## src/rtl/id_issue_ctrl.sv

```systemverilog
// ---------------------------------------------------------------------------
// id_issue_ctrl
//
// Registered issue stage between the instruction decoder and the ID/EX
// boundary. Decoded instructions are taken over a valid/ready handshake and
// held in a single output register for EX. A per-register latency scoreboard
// blocks any instruction whose source is still being produced by a
// multi-cycle operation (load, multiply), giving load-use and long-latency
// interlocks.
//
// Parameters
//   PAYLOAD_W   width of the opaque decoded bundle carried to EX
//   REG_ADDR_W  register address width (scoreboard has 2**REG_ADDR_W entries)
//   LAT_W       width of the result-latency field
//
// Ports
//   clk, rst       clock (rising edge), synchronous active-high reset
//   flush          drop the presented instruction and the held output
//   in_valid       decoder presents an instruction
//   in_ready       instruction accepted (or dropped by flush) this cycle
//   in_payload     decoded bundle
//   in_rs_re/addr  first source read enable / register
//   in_rt_re/addr  second source read enable / register
//   in_we/in_wd    destination write enable / register
//   in_lat         bubbles a dependant must wait (ALU 0, load 1, mul 3)
//   out_valid      EX-bound instruction held
//   out_ready      EX accepts; also the pipeline-advance strobe
//   out_payload    held bundle
//   out_we/out_wd  held write enable / destination
//   stallreq       decode blocked by a hazard
// ---------------------------------------------------------------------------
module id_issue_ctrl #(
   parameter int PAYLOAD_W  = 64,
   parameter int REG_ADDR_W = 5,
   parameter int LAT_W      = 2
) (
   input  logic                  clk,
   input  logic                  rst,
   input  logic                  flush,
   input  logic                  in_valid,
   output logic                  in_ready,
   input  logic [PAYLOAD_W-1:0]  in_payload,
   input  logic                  in_rs_re,
   input  logic                  in_rt_re,
   input  logic [REG_ADDR_W-1:0] in_rs_addr,
   input  logic [REG_ADDR_W-1:0] in_rt_addr,
   input  logic                  in_we,
   input  logic [REG_ADDR_W-1:0] in_wd,
   input  logic [LAT_W-1:0]      in_lat,
   output logic                  out_valid,
   input  logic                  out_ready,
   output logic [PAYLOAD_W-1:0]  out_payload,
   output logic                  out_we,
   output logic [REG_ADDR_W-1:0] out_wd,
   output logic                  stallreq
);

   localparam int NREG = 1 << REG_ADDR_W;

   // Remaining bubbles before each register's result may be consumed.
   logic [LAT_W-1:0] cnt     [NREG];
   logic [LAT_W-1:0] cnt_nxt [NREG];

   logic busy_rs;
   logic busy_rt;
   logic hazard;
   logic slot_free;
   logic issue;

   // Entry 0 is held at zero, so r0 as a source can never look busy.
   // Reads use the pre-update counters, so an instruction never stalls on
   // its own destination.
   assign busy_rs   = (cnt[in_rs_addr] != '0);
   assign busy_rt   = (cnt[in_rt_addr] != '0);
   assign hazard    = in_valid & ((in_rs_re & busy_rs) | (in_rt_re & busy_rt));
   assign slot_free = ~out_valid | out_ready;
   assign issue     = in_valid & ~hazard & ~flush & slot_free;

   // Under flush the presented instruction is consumed and discarded.
   assign in_ready  = flush | (~hazard & slot_free);
   assign stallreq  = hazard & ~flush;

   // Scoreboard next state. Counters only tick down on advancing cycles so
   // the bubble count stretches with downstream stalls; flush leaves them
   // alone because already-issued producers still write back.
   always_comb begin
      for (int r = 0; r < NREG; r++) begin
         logic [LAT_W-1:0] dec;
         // NOTE: every always_comb output gets a value on every path first;
         // a missed branch would otherwise infer a latch.
         cnt_nxt[r] = '0;
         dec        = ((cnt[r] != '0) && out_ready) ? cnt[r] - 1'b1 : cnt[r];
         if (r != 0) begin
            if (issue && in_we && (in_wd == REG_ADDR_W'(r))) begin
               // WAW: keep whichever producer finishes later.
               cnt_nxt[r] = (in_lat > dec) ? in_lat : dec;
            end else begin
               cnt_nxt[r] = dec;
            end
         end
      end
   end

   // NOTE: the scoreboard is a handful of flops, not a RAM, so it takes a
   // reset; a mid-stall reset must release every interlock at once.
   always_ff @(posedge clk) begin
      if (rst) begin
         for (int r = 0; r < NREG; r++) cnt[r] <= '0;
      end else begin
         // NOTE: sequential state uses non-blocking assignments so every
         // register samples pre-edge values regardless of statement order.
         for (int r = 0; r < NREG; r++) cnt[r] <= cnt_nxt[r];
      end
   end

   // Output register: flush beats issue, issue beats drain. A new issue with
   // out_ready high replaces the departing instruction in the same edge.
   always_ff @(posedge clk) begin
      if (rst) begin
         out_valid   <= 1'b0;
         out_payload <= '0;
         out_we      <= 1'b0;
         out_wd      <= '0;
      end else begin
         if (flush) begin
            out_valid <= 1'b0;
         end else if (issue) begin
            out_valid <= 1'b1;
         end else if (out_ready) begin
            out_valid <= 1'b0;
         end

         // Payload fields only move on issue; they are don't-care otherwise.
         if (issue) begin
            out_payload <= in_payload;
            out_we      <= in_we;
            out_wd      <= in_wd;
         end
      end
   end

endmodule
```

## config.mk

```make
export PLATFORM = sky130hd
export DESIGN_NAME = id_issue_ctrl
export DESIGN_NICKNAME = d
export VERILOG_FILES = /design/src/rtl/id_issue_ctrl.sv
export SDC_FILE = /design/constraint.sdc
export NUM_CORES = 1
export LEC_CHECK = 0
export ABC_AREA = 1
export CAP_MARGIN = 10
export CORE_MARGIN = 3
export CORE_UTILIZATION = 60
export CTS_BUF_LIST = sky130_fd_sc_hd__clkbuf_4 sky130_fd_sc_hd__clkbuf_8
export CTS_CLUSTER_DIAMETER = 30
export DETAILED_ROUTE_END_ITERATION = 6
export GPL_ROUTABILITY_DRIVEN = 0
export GPL_TIMING_DRIVEN = 0
export HOLD_SLACK_MARGIN = 0.06
export PLACE_DENSITY = 0.89
export SLEW_MARGIN = 20
export SYNTH_ARGS = -nofsm -noshare
export SYNTH_HDL_FRONTEND = slang
export SYNTH_SLANG_ARGS = --single-unit
```

## constraint.sdc

```tcl
create_clock -name clk -period 4.36 [get_ports clk]
set_clock_uncertainty 0.2 [all_clocks]
set_input_delay 0.872 -clock clk [delete_from_list [all_inputs] [get_ports clk]]
set_output_delay 0.872 -clock clk [all_outputs]
set_load 0.1 [all_outputs]
```

==> flow_summary.yaml <==
routing:
  antenna_left: 0
  num_vias: 10600
  wirelength_um: 30500
  dr.pass1.iters: 7
  routedWlPerCell_um: 16.1
  drc: 1
  avgViaCountPerCell: 5.57
  drtIter0Drc: 803
clock_tree:
  path_clk_slew_ns: 0.08
  cts_num_sinks: 133
  clock_latency_ns: 0.47
  clockBufferDepth: 2
  postCtsHoldBufs: 0
  numCtsBuffers: 17
  cts_root_buffer: "clkbuf_8"
  cts_tree: "built"
  htreeDepth: 4
critical_path:
  r2r-start: "cnt[18][0]"
  cp_slowest_cell: "clkdlybuf4s50_1"
  slowest_delay_ns: 0.65
  start_kind: "primary input"
  cp_max_fo: 7
  required_ns: 3.29
  cpLargestDelayFamily: "buffers and inverters"
  crit_start: "in_rs_addr[1]"
  r2r-end: "cnt[18][1]"
  worstPathArrival_ns: 3.03
  path_cells: "clkdlybuf4s50_1 > nand2_1 > inv_2 > nand2_1 > nand3_1 > nand2_1 > nand3_1 > nand2_1 > nand2_1 > nand3_1 > nand2_1 > inv_1 > nor3_4 > clkbuf_4"
  reg2reg_slack_ns: 1.53
  crit_path_end_kind: "primary output"
  crit_path_frequent_cell: "nand2_1"
  critPathKind: "in2out"
  r2r_cells: 16
  critical_path_buf_inv_count: 4
run_status:
  violations: "design-rule violations"
  outcome: "finished with violations"
pwr:
  vdd_drop_max_mv: 0.285
  power.density_mw_per_mm2: 388
  leakage_nw: 5.81
  p_total_mw: 4.67
synthesis:
  mappedNetlistNets: 1707
  async_flop_share_pct: 0
  ys_types: 23
  synth_cells: 1494
  yosys_warnings: 0
  synthTopCellsByCount: "nor2_1 (302), inv_1 (241), nand2_1 (210)"
  yosysTopAreaCell: "dfxtp_1"
  ys_seq_area_share_pct: 27.4
  synth.most_common_cell: "nor2_1"
  yosysTopAreaCellShare_pct: 27.4
  synth_edf_count: 0
  synthTopCellsByArea: "dfxtp_1 (27%), ha_1 (16%), nor2_1 (12%)"
  netlist_area_mm2: 0.00972
  ys.flop_type: "dfxtp_1"
  ys_seq_elements: 133
  synth.avg_cell_area_um2: 6.50
worst_hold_path:
  holdCritStartpoint: "out_we"
  whs_path_depth: 2
  hold_class: "reg2reg"
  hold-path-endpoint: "out_we"
global_route:
  grt_pass1_vias: 10300
  grt_max_degree: 32
  use_met1_pct: 38.0
  overflow: 0
  antenna_found_initial: 0
  grt_use_met3_pct: 11.4
  grt_use_total_pct: 33.5
  busiest_layer: "met2"
  met2_usage_pct: 55.9
  grt_first_pass_wirelength_um: 48600
sta:
  hold_viol_final: 0
  fin_crit_ns: 4.10
  tightest_slew_ns: 1.09
  setup_viol_count_final: 0
  fin_crit_sh_pct: 94.0
  setup_slack_ns: 0.263
  drv_slew: 0
  fmax_ghz: 0.244
  rsz0062_at_grt: "no"
  slew_headroom_pct: 27.3
floorplan:
  die_width_um: 133
  die_h_um: 133
  dieArea_mm2: 0.0178
  core_mm2: 0.0155
  start_util_pct: 62.5
  num_rows: 45
  pin_count: 162
job:
  drv_cap: 0
finish:
  antenna_cells: 0
  nFillCells: 1161
  multi_input_area_mm2: 0.00587
  drive_gt1_share_pct: 5.81
  utilization_pct: 77.4
  seq_area_mm2: 0.00266
  fin_cells: 1897
  syn_to_final_growth_pct: 23.8
  nets: 1886
placement:
  hpwl_um: 22300
  dp_slack_ns: -0.505
  port_buffers: 158
  dp_cells: 1865
cells by family after synthesis:
logic type	count (synthesis)	synth area share, %
AO/OA/AOI/OAI	200	10.7
adder cells (fa/ha/maj)	124	16.0
XOR/XNOR	31	2.79
flip-flops	133	27.4
AND/OR/NAND/NOR	700	30.8
buffers and inverters	306	12.3
tightest hold or removal path: cells and delay by family (launching register included):
family          cells  cell delay, ns
compound gates      1            0.05
flops               1            0.32
simple gates        1            0.06
layout make-up:
cell class	count	area share (%)
inverter	245	7.64
timing repair buffer	160	13.4
clock buffer	20	2.18
clock inverter	12	1.38
tap	211	2.19
buffer	61	2.31
multi-input combinational	1055	48.8
sequential	133	22.1
layer usage:
metal	part of all wire, %	vias up
met4	5.0	0
met1	39	4772
met5	0	-
met3	11	128
met2	45	549
li1	-	5121
worst max-delay path by stage:
stage | to | slack (ns) | depth (start not counted)
floorplan | in_ready | 0.10 | 12
global placement | cnt[6][0] | -1.20 | 10
detailed placement | stallreq | -0.50 | 14
CTS | stallreq | 0.05 | 14
global route | in_ready | 0.09 | 16
finish | stallreq | 0.26 | 14
layout by cell type (no fill, tap or decap), types with 2 or more instances in the layout:
cell type        synthesis  layout
nand4_1                 59      59
dfxtp_1                133     133
clkinv_1                 2       2
ha_1                   124     124
buf_12                   0       2
nor2_1                 302     302
clkbuf_1                28      27
clkbuf_4                 0       4
nor4_1                  10      10
o22ai_1                 28      28
inv_1                  241     240
xor2_1                  31      31
clkinvlp_4               0       2
nor3_1                   4       3
inv_2                    2       3
nand2_1                210     210
bufinv_16                0       3
clkdlybuf4s50_1          0     155
a21oi_1                 47      47
buf_4                    8       8
inv_6                    0       5
or2_2                   32      32
o21ai_0                124     124
buf_2                   14      15
buf_1                   11      11
clkinv_4                 0       2
clkbuf_8                 0      18
nand3_1                 81      81
power breakdown:
group | internal, mW | switching [mW]
Combinational | 0.703 | 1.36
Clock | 0.604 | 0.546
Sequential | 1.35 | 0.108
Total | 2.65 | 2.01
registers in the layout (all words and copies together), names as in the netlist:
name,cells
cnt,62
out_payload,64
out_we,1
out_valid,1
out_wd,5
stage by stage:
step / setup TNS (ns) / area, um2 / hold WS [ns]
3_5_place_dp: -0.996 / 11600 / 0.258
4_1_cts: 0 / 12000 / 0.271
3_3_place_gp: -55.20 / 11600 / 0.251
2_1_floorplan: 0 / 9730 / 0.387
5_1_grt: 0 / 12000 / 0.297
6_report: 0 / 12000 / 0.273
what timing repair did:
action | CTS | global route
resized for setup | 6 | 6
setup endpoints to repair | 2 | 2
buffers inserted | 0 | 0
Power figures use the tool's default switching activity.
